==> config.mk <==
export PLATFORM = sky130hd
export DESIGN_NAME = serial_adder
export DESIGN_NICKNAME = d
export VERILOG_FILES = /design/src/rtl/serial_arith_pkg.sv /design/src/rtl/serial_adder_fa.sv /design/src/rtl/serial_adder.sv
export SDC_FILE = /design/constraint.sdc
export NUM_CORES = 1
export LEC_CHECK = 0
export ABC_AREA = 1
export BUFFER_PORTS_ARGS = -buffer_cell sky130_fd_sc_hd__buf_2
export CELL_PAD_IN_SITES_DETAIL_PLACEMENT = 1
export CELL_PAD_IN_SITES_GLOBAL_PLACEMENT = 1
export CORE_MARGIN = 8
export CORE_UTILIZATION = 39
export CTS_CLUSTER_SIZE = 28
export DETAILED_ROUTE_END_ITERATION = 10
export GPL_ROUTABILITY_DRIVEN = 0
export PLACE_DENSITY_LB_ADDON = 0.1
export SLEW_MARGIN = 10
export SYNTH_ARGS = -nofsm -noshare
export SYNTH_HDL_FRONTEND = slang
export SYNTH_SLANG_ARGS = --single-unit
==> constraint.sdc <==
create_clock -name clk -period 3.9 [get_ports clk]
set_clock_uncertainty 0.2 [all_clocks]
set_input_delay 0.195 -clock clk [delete_from_list [all_inputs] [get_ports clk]]
set_output_delay 0.195 -clock clk [all_outputs]
set_load 0.005 [all_outputs]
==> src/rtl/serial_arith_pkg.sv <==
// Shared definitions for the serial arithmetic library (adder / subtractor).
//   state_e : FSM encoding shared by the serial arithmetic blocks.
//             ST_DONE is also used by the serial subtractor, so keep the
//             encodings stable.
package serial_arith_pkg;

  typedef enum logic [1:0] {
    ST_IDLE  = 2'd0,
    ST_SHIFT = 2'd1,
    ST_DONE  = 2'd2
  } state_e;

endpackage

==> src/rtl/serial_adder_fa.sv <==
// Single-bit full adder, purely combinational.
//   a, b, cin : operand bits and carry-in
//   s, cout   : sum bit and carry-out
module full_adder (
  input  logic a,
  input  logic b,
  input  logic cin,
  output logic s,
  output logic cout
);

  assign s    = a ^ b ^ cin;
  assign cout = (a & b) | (cin & (a ^ b));

endmodule

==> src/rtl/serial_adder.sv <==
// Bit-serial adder: {cout,sum} = a + b + cin, LSB first, one bit per clock,
// using one full-adder cell and a registered carry.
//   clk, rst        : clock, synchronous active-high reset
//   start           : request, accepted in IDLE or DONE
//   a, b, cin       : operands, captured when start is accepted
//   busy            : high while shifting
//   done            : one-cycle pulse; sum/cout valid from this cycle on
//   sum, cout       : result registers, hold the last completed result
module serial_adder #(
  parameter int WIDTH = 8
) (
  input  logic             clk,
  input  logic             rst,
  input  logic             start,
  input  logic [WIDTH-1:0] a,
  input  logic [WIDTH-1:0] b,
  input  logic             cin,
  output logic             busy,
  output logic             done,
  output logic [WIDTH-1:0] sum,
  output logic             cout
);

  import serial_arith_pkg::*;

  localparam int CW = $clog2(WIDTH);
  localparam logic [CW-1:0] LAST = CW'(WIDTH - 1);

  state_e           state_q, state_d;
  logic [WIDTH-1:0] a_sr_q, a_sr_d;
  logic [WIDTH-1:0] b_sr_q, b_sr_d;
  logic [WIDTH-1:0] acc_sr_q, acc_sr_d;
  logic             carry_q, carry_d;
  logic [CW-1:0]    count_q, count_d;
  logic [WIDTH-1:0] sum_q, sum_d;
  logic             cout_q, cout_d;

  logic fa_s, fa_c;
  logic accept;
  logic last_bit;

  full_adder u_fa (
    .a    (a_sr_q[0]),
    .b    (b_sr_q[0]),
    .cin  (carry_q),
    .s    (fa_s),
    .cout (fa_c)
  );

  // DONE accepts a new request exactly like IDLE so ops can run back to back.
  assign accept   = start && (state_q == ST_IDLE || state_q == ST_DONE);
  assign last_bit = (count_q == LAST);

  // State register
  always_ff @(posedge clk) begin
    if (rst) state_q <= ST_IDLE;
    else     state_q <= state_d;
  end

  // Next-state logic
  always_comb begin
    state_d = state_q;
    unique case (state_q)
      ST_IDLE:  if (accept) state_d = ST_SHIFT;
      ST_SHIFT: if (last_bit) state_d = ST_DONE;
      ST_DONE:  state_d = accept ? ST_SHIFT : ST_IDLE;
      default:  state_d = ST_IDLE;
    endcase
  end

  // Output logic (Moore)
  always_comb begin
    busy = (state_q == ST_SHIFT);
    done = (state_q == ST_DONE);
  end

  // Datapath next-state
  always_comb begin
    a_sr_d   = a_sr_q;
    b_sr_d   = b_sr_q;
    acc_sr_d = acc_sr_q;
    carry_d  = carry_q;
    count_d  = count_q;
    sum_d    = sum_q;
    cout_d   = cout_q;
    if (accept) begin
      a_sr_d  = a;
      b_sr_d  = b;
      carry_d = cin;
      count_d = '0;
    end else if (state_q == ST_SHIFT) begin
      // Sum bits enter at the MSB so after WIDTH shifts bit 0 sits at bit 0.
      acc_sr_d = {fa_s, acc_sr_q[WIDTH-1:1]};
      a_sr_d   = a_sr_q >> 1;
      b_sr_d   = b_sr_q >> 1;
      carry_d  = fa_c;
      count_d  = count_q + CW'(1);
      // Result registers update only on the final bit so they hold the
      // previous result for the whole shift.
      if (last_bit) begin
        sum_d  = {fa_s, acc_sr_q[WIDTH-1:1]};
        cout_d = fa_c;
      end
    end
  end

  always_ff @(posedge clk) begin
    if (rst) begin
      a_sr_q   <= '0;
      b_sr_q   <= '0;
      acc_sr_q <= '0;
      carry_q  <= 1'b0;
      count_q  <= '0;
      sum_q    <= '0;
      cout_q   <= 1'b0;
    end else begin
      a_sr_q   <= a_sr_d;
      b_sr_q   <= b_sr_d;
      acc_sr_q <= acc_sr_d;
      carry_q  <= carry_d;
      count_q  <= count_d;
      sum_q    <= sum_d;
      cout_q   <= cout_d;
    end
  end

  assign sum  = sum_q;
  assign cout = cout_q;

endmodule

==> impl_metrics.ini, run 1 <==
[run_status]
outcome = completed

[yosys]
ys_types = 29
synth_seq_cells = 38
syn_area_um2 = 1790
avgSynthCellArea_um2 = 7.83
synth_nets = 252
synth_ff_type = dfxtp_1
synth-seq-area-share_pct = 42.4
yosys_warnings = 0
async_flop_share_pct = 0
syn_inst = 229
synth-edff-count = 0

[layout]
drive_gt1_share_pct = 23.9
seq_area_um2 = 761
stdcell_count = 311
final_cell_mix = nand2_1, nor2_1, dfxtp_1
area_growth_pct = 12.1
antenna_cells = 0
fin_area_um2 = 2010
final_common_cell = nand2_1
fin_nets = 282
multiInputGateArea_um2 = 802
final.fill_count = 572

[clock_network]
cts_tree = yes
cts_resized = 0
insertion_delay_ps = 290
cts_root_buf = clkbuf_8
clk_path_buf_depth = 2
cts.sinks = 38
htree_num_levels = 2
cts_buffers = 5
clk_pin_slew_ps = 70

[route]
routed_wl_um = 3860
drtAntennaViolNets = 0
drt-vias-per-instance = 4.73
drc_errors = 0
first_pass_iters = 4
route.vias.total = 1470
drt_iter0_drc = 42
wire_per_inst_um = 12.4

[global_route]
grt-ovfl-total = 0
grt_pass1_vias = 1466
grt_max_degree = 28
met3_usage_pct = 4.98
top_usage_layer = met2
gr-usage-met2_pct = 18.7
track_usage_pct = 11.9
grt_first_pass_wirelength_um = 6900
grtUsageMet1_pct = 14.0
antenna_found_initial = 0

[timing]
setup_tns_ps = 0
finalHoldViolations = 0
slew_headroom_pct = 51.4
setup_violations = 0
maxSlewViolCount = 0
max_freq_mhz = 500
rsz0062_at_grt = no
finalHoldWorstSlack_ps = 18.8
fin_crit_sh_pct = 51.3
min_period_ps = 2000
worst_pin_slew_ps = 728

[power]
leakage_nw = 1.00
p_total_mw = 0.801
p_per_area_nw_per_um2 = 398
ir_drop_mv = 0.148

[critical_path]
crit_path_end_kind = output port
setup.worst_path.start_class = register
critPathMaxFanout = 12
cp.arrival_ps = 1600
required_ps = 3500
path_class = reg -> out

[placement]
dpl-instance-area_um2 = 1910
place_hpwl_um = 2740
post-place-cells = 302
io_buffer_count = 30

[floorplan]
die-area_um2 = 7020
initial_utilization_pct = 40.9
io_pins = 31
row_count = 24
die_y_um = 83.8
coreArea_um2 = 4380
dieWidth_um = 83.8

[flow_run]
max_cap_viol_count = 0

[min_path]
min_path_type = in -> reg
final cells by class:
| cell class | count | area share [%] |
|---|---|---|
| tap | 52 | 3.24 |
| inverter | 33 | 6.66 |
| clock inverter | 2 | 0.498 |
| sequential | 38 | 37.8 |
| timing repair buffer | 32 | 8.46 |
| multi-input combinational | 149 | 39.9 |
| clock buffer | 5 | 3.42 |
synth_stat cells, types with 3 or more instances:
master / instances / share of area (%)
nand2_1: 40 / 8.4
nor2_1: 39 / 8.2
dfxtp_1: 38 / 42
inv_1: 28 / 5.9
o21ai_0: 17 / 4.7
nand3_1: 15 / 4.2
a21oi_1: 11 / 3.1
a21oi_2: 3 / 1.5
buf_6: 3 / 1.9
inv_2: 3 / 0.63
nand3_2: 3 / 1.7
nor2_2: 3 / 1.0
o21ai_2: 3 / 1.5
worst max-delay path, stage by stage, from the launching register on:
cell and delay [ps]:
dfxtp_1 760, inv_8 80, nor2_4 290, buf_2 180
metrics by stage:
step | util, % | worst slack (ps)
2_1_floorplan | - | 2530
3_3_place_gp | 43.6 | 2170
3_5_place_dp | 43.6 | 2110
4_1_cts | 45.9 | 1880
5_1_grt | 45.9 | 1760
6_report | 45.9 | 1900
where the power goes:
group / leakage, nW / switching (mW) / internal [mW]
Combinational: 0.649 / 0.0721 / 0.0439
Clock: 0.0438 / 0.135 / 0.120
Sequential: 0.311 / 0.0178 / 0.412
Total: 1.00 / 0.225 / 0.576
layer usage:
| metal | up-vias | routed length [µm] |
|---|---|---|
| li1 | 770 | - |
| met1 | 668 | 1810 |
| met2 | 25 | 1790 |
| met3 | 7 | 207 |
| met4 | 0 | 63 |
| met5 | - | 0 |
state kept, by name, indices dropped and copies added, names as in the netlist:
| name | flops |
|---|---|
| acc_sr_q | 7 |
| count_q | 3 |
| carry_q | 1 |
| b_sr_q | 8 |
| state_q | 2 |
| sum | 8 |
| cout | 1 |
| a_sr_q | 8 |
logic make-up after synthesis:
| logic type | Yosys count | share of synthesized area [%] |
|---|---|---|
| xor+xnor | 1 | 0.489 |
| flops | 38 | 42.4 |
| compound gates | 38 | 12.4 |
| fa+ha+maj | 3 | 2.51 |
| buf+inv | 42 | 12.8 |
| simple gates | 107 | 29.3 |
final timing paths:
kind / cells after the start / slack, ps / from / end
setup / recovery: 3 / 1900 / state_q[0] / busy
hold / removal: 5 / 20 / b[5] / b_sr_q[5]
setup reg to reg: 5 / 2110 / state_q[0] / sum[2]
hold reg to reg: 2 / 270 / a_sr_q[7] / a_sr_q[7]
repair_timing:
item,CTS,global route
hold buffers,2,0
buffers inserted,0,0
hold endpoints to repair,2,0
Power figures use the tool's default switching activity.
==> run 2, diff against run 1 <==
--- a/config.mk
+++ b/config.mk
@@ -10,7 +10,7 @@
 export CELL_PAD_IN_SITES_DETAIL_PLACEMENT = 1
 export CELL_PAD_IN_SITES_GLOBAL_PLACEMENT = 1
 export CORE_MARGIN = 8
-export CORE_UTILIZATION = 39
+export CORE_UTILIZATION = 36
 export CTS_CLUSTER_SIZE = 28
 export DETAILED_ROUTE_END_ITERATION = 10
 export GPL_ROUTABILITY_DRIVEN = 0
==> constraint.sdc (replaced) <==
create_clock -name clk -period 1.8 [get_ports clk]
set_clock_uncertainty 0.2 [all_clocks]
set_input_delay 0.09 -clock clk [delete_from_list [all_inputs] [get_ports clk]]
set_output_delay 0.09 -clock clk [all_outputs]
set_load 0.005 [all_outputs]
==> impl_metrics.ini, run 2 (synthesis gave the netlist of run 1 again) <==
[critical_path]
timing.reg2reg.setup_slack_ps = 280
critPathMaxFanout = 12
cp.depth = 3
cp_slowest_stage_delay_ps = 560
crit_buf_inv = 2
crit_path_cell_trace = inv_8, nor2_4, buf_2
critical-path-slowest-cell = dfxtp_1
required_ps = 1510
worstRegToRegCells = 4
cpLargestDelayFamily = flip-flops
reg2reg_from = state_q[0]
endpoint = busy
crit_path_end_kind = output port
startpoint = state_q[0]
path_class = reg -> out
cp.arrival_ps = 1380
r2r-end = acc_sr_q[1]
setup.worst_path.start_class = register

[layout]
final_common_cell = nand2_1
drive_gt1_share_pct = 22.9
stdcell_count = 347
fin_area_um2 = 2240
area_growth_pct = 25.1
final_cell_mix = nand2_1, nor2_1, dfxtp_1
fin_util_pct = 47.2
fin_nets = 301

[run_status]
outcome = completed

[timing]
rsz0062_at_grt = no
worst_pin_slew_ps = 386
setup_violations = 0
fin_crit_sh_pct = 93.0
max_freq_mhz = 597
finalHoldWorstSlack_ps = 42.9
maxSlewViolCount = 0
slew_headroom_pct = 74.2
min_period_ps = 1670
finalHoldViolations = 0
setup_tns_ps = 0

[power]
p_sw_mw = 0.495
comb_power_share_pct = 15.4
swShare_pct = 25.7
p_clk_share_pct = 36.5
p_per_area_nw_per_um2 = 859
p_int_mw = 1.43
leakage_nw = 1.09
ir_drop_mv = 0.450
pwr-share-seq_pct = 48.1

[floorplan]
io_pins = 31
die_y_um = 86.6
coreArea_um2 = 4750
row_count = 25
dieWidth_um = 86.6
initial_utilization_pct = 37.7
die-area_um2 = 7490

[clock_network]
cts_buffers = 5
htree_num_levels = 2
post_cts_buffers = 0
cts.sinks = 38
clk_pin_slew_ps = 70
cts_root_buf = clkbuf_8
clk_path_buf_depth = 2
cts_tree = yes
insertion_delay_ps = 280

[min_path]
min_path_type = in -> reg

[global_route]
grt_first_pass_wirelength_um = 7670
grt_max_degree = 26
grt-ovfl-total = 0
grt_pass1_vias = 1611
antenna_found_initial = 1
track_usage_pct = 12.8

[route]
drtAntennaViolNets = 0
drt-vias-per-instance = 4.54
drt_iter0_drc = 39
routed_wl_um = 4400
first_pass_iters = 4
wire_per_inst_um = 12.7
route.vias.total = 1574
drc_errors = 0

[placement]
io_buffer_count = 30
place_hpwl_um = 2940
post-place-cells = 320
dpl-instance-area_um2 = 1950

[flow_run]
max_cap_viol_count = 0
-- run 2: cell types whose count changed in the layout (fill, tap and decap cells not counted), sizes merged --
| cell | change |
|---|---|
| diode | +1 |
| buf | +3 |
| dlygate4sd3 | +16 |
| bufinv | +1 |
| clkbuf | +2 |
| clkinv | -2 |
-- run 2: how the worst min path moves through the flow --
stage | from | end | slack, ps | depth (start not counted)
floorplan | rst | acc_sr_q[2] | -30 | 1
global placement | b[7] | b_sr_q[7] | 130 | 3
detailed placement | b[7] | b_sr_q[7] | 120 | 3
CTS | start | a_sr_q[7] | 40 | 5
global route | start | a_sr_q[7] | 60 | 5
finish | start | a_sr_q[7] | 40 | 5
-- run 2: power by group through the flow --
stage          registers [mW]  logic [mW]  clock network [mW]
6_report                0.927       0.297               0.704
5_1_grt                 0.933       0.336               0.760
4_1_cts                 0.927       0.299               0.726
3_5_place_dp            0.946       0.267                   0
3_3_place_gp            0.946       0.264                   0
2_1_floorplan           0.934       0.226                   0
-- run 2: cell type report --
cell class,instances,area (µm²)
Tap cell,67,83.8
Antenna cell,1,2.50
Sequential cell,38,761
Fill cell,625,2510
Inverter,33,134
Clock inverter,1,30.0
Clock buffer,7,76.3
Timing Repair Buffer,51,353
Multi-Input combinational cell,149,802
-- run 2: timing repair --
action                    CTS  global route
gates resized for setup     0             0
hold endpoints to repair   19             0
hold buffers               18             0
-- run 2: routing by layer --
layer,track usage [%],vias up,routed length (µm)
met3,3.69,6,182
met2,22.2,25,2150
met5,0,-,0
li1,-,811,-
met4,4.07,0,62
met1,14.5,732,2010
-- run 2: through the flow --
| stage | total power [mW] | worst slack (ps) |
|---|---|---|
| after floorplan | 1.16 | 433 |
| after global placement | 1.21 | 293 |
| after detailed placement | 1.21 | 277 |
| after CTS | 1.95 | 89.0 |
| after global routing | 2.03 | 41.9 |
| final | 1.93 | 126 |
-- run 2: worst reg2reg max path: cells and delay by family, from the launching register on --
kind                   cells  cell delay [ps]
and+or+nand+nor            2              240
buffers and inverters      1              230
DFF                        1              560
AOI/OAI and AO/OA          1              190
==> run 3, diff against run 2 <==
--- a/config.mk
+++ b/config.mk
@@ -7,14 +7,16 @@
 export LEC_CHECK = 0
 export ABC_AREA = 1
 export BUFFER_PORTS_ARGS = -buffer_cell sky130_fd_sc_hd__buf_2
-export CELL_PAD_IN_SITES_DETAIL_PLACEMENT = 1
-export CELL_PAD_IN_SITES_GLOBAL_PLACEMENT = 1
+export CELL_PAD_IN_SITES_DETAIL_PLACEMENT = 0
+export CELL_PAD_IN_SITES_GLOBAL_PLACEMENT = 2
 export CORE_MARGIN = 8
-export CORE_UTILIZATION = 36
+export CORE_UTILIZATION = 28
 export CTS_CLUSTER_SIZE = 28
 export DETAILED_ROUTE_END_ITERATION = 10
 export GPL_ROUTABILITY_DRIVEN = 0
 export PLACE_DENSITY_LB_ADDON = 0.1
+export RECOVER_POWER = 100
+export SETUP_SLACK_MARGIN = 0.15
 export SLEW_MARGIN = 10
 export SYNTH_ARGS = -nofsm -noshare
 export SYNTH_HDL_FRONTEND = slang
==> impl_metrics.ini, run 3 (synthesis gave the netlist of run 1 again) <==
[run_status]
outcome = completed

[critical_path]
cp.arrival_ps = 1600
crit_path_end_kind = register
required_ps = 1820
cp_slowest_stage_delay_ps = 530
crit_path_cell_trace = dlygate4sd3_1, clkbuf_2, inv_1, clkbuf_2, nand2_1, o21ai_1
critical-path-slowest-cell = dlygate4sd3_1
path_class = in -> reg
crit_path_frequent_cell = clkbuf_2
critPathMaxFanout = 15
setup.worst_path.start_class = input pin

[timing]
rsz0062_at_grt = no
setup_tns_ps = 0
slew_headroom_pct = 73.5
worst_pin_slew_ps = 398
finalHoldViolations = 0
finalHoldWorstSlack_ps = 4.44
setup_violations = 0
max_freq_mhz = 633
maxSlewViolCount = 0
min_period_ps = 1580
fin_crit_sh_pct = 87.8

[layout]
fin_area_um2 = 2300
fin_nets = 309
final.fill_count = 677
area_growth_pct = 28.1
fin_util_pct = 36.6
seq_area_um2 = 761
final_common_cell = nand2_1
final_cell_mix = nand2_1, nor2_1, dfxtp_1
stdcell_count = 363
antenna_cells = 0
multiInputGateArea_um2 = 793
drive_gt1_share_pct = 23.1

[route]
drt-vias-per-instance = 4.19
first_pass_iters = 4
routed_wl_um = 4300
drc_errors = 0
route.vias.total = 1520
drtAntennaViolNets = 0
drt_iter0_drc = 76
wire_per_inst_um = 11.8

[power]
p_per_area_nw_per_um2 = 860
ir_drop_mv = 0.379
leakage_nw = 1.11

[clock_network]
htree_num_levels = 2
cts_resized = 0
cts.sinks = 38
insertion_delay_ps = 290
cts_root_buf = clkbuf_8
cts_buffers = 5
clk_path_buf_depth = 2
clk_pin_slew_ps = 80
cts_tree = yes

[placement]
post-place-cells = 332
dpl-instance-area_um2 = 1980
io_buffer_count = 30
place_hpwl_um = 2910

[global_route]
grt_pass1_vias = 1425
track_usage_pct = 9.60
antenna_found_initial = 0
grt-ovfl-total = 0
grt_first_pass_wirelength_um = 6850
grt_max_degree = 26

[floorplan]
coreArea_um2 = 6280
die-area_um2 = 9220
initial_utilization_pct = 28.6
die_y_um = 96.0
dieWidth_um = 96.0
row_count = 29
io_pins = 31

[flow_run]
max_cap_viol_count = 0

[min_path]
min_path_type = in -> reg
run 3: final timing paths:
path,depth (start not counted),slack (ps),endpoint,start
max,6,220,sum[4],rst
min,5,4,a_sr_q[7],start
max reg2reg,8,250,a_sr_q[1],state_q[0]
min reg2reg,2,270,a_sr_q[7],a_sr_q[7]
run 3: layer usage:
layer / track usage [%] / share of wire (%) / up-vias
li1: - / - / 824
met1: 12.5 / 50 / 665
met2: 14.3 / 44 / 27
met3: 2.81 / 5.0 / 4
met4: 4.23 / 1.1 / 0
met5: 0 / 0 / -
run 3: per-stage QoR:
step,total power [mW],setup WS (ps)
2_1_floorplan,1.16,433
3_3_place_gp,1.22,329
3_5_place_dp,1.22,298
4_1_cts,2.01,156
5_1_grt,2.08,99.8
6_report,1.97,220
run 3: worst max-delay path: cells and delay by family:
family / cells / cell delay, ps
buffers and inverters: 4 / 1220
AND/OR/NAND/NOR: 1 / 150
AO/OA/AOI/OAI: 1 / 130
run 3: what timing repair did:
action	CTS	global route
endpoints found under the setup margin	0	1
endpoints found under the hold margin	18	0
buffers inserted	0	6
hold buffers	18	0
run 3: where the power goes:
group / internal [mW] / total [mW] / switching (mW)
combinational: 0.137 / 0.313 / 0.175
clock: 0.444 / 0.739 / 0.296
sequential: 0.893 / 0.922 / 0.0289
total: 1.47 / 1.97 / 0.500
run 3: layout make-up:
type	count	share of cell area, %
clock inverters	1	1.31
inverters	33	5.83
repair buffers	59	17.4
well taps	77	4.20
clock buffers	6	3.60
flip-flops and latches	38	33.1
multi-input cells	149	34.6
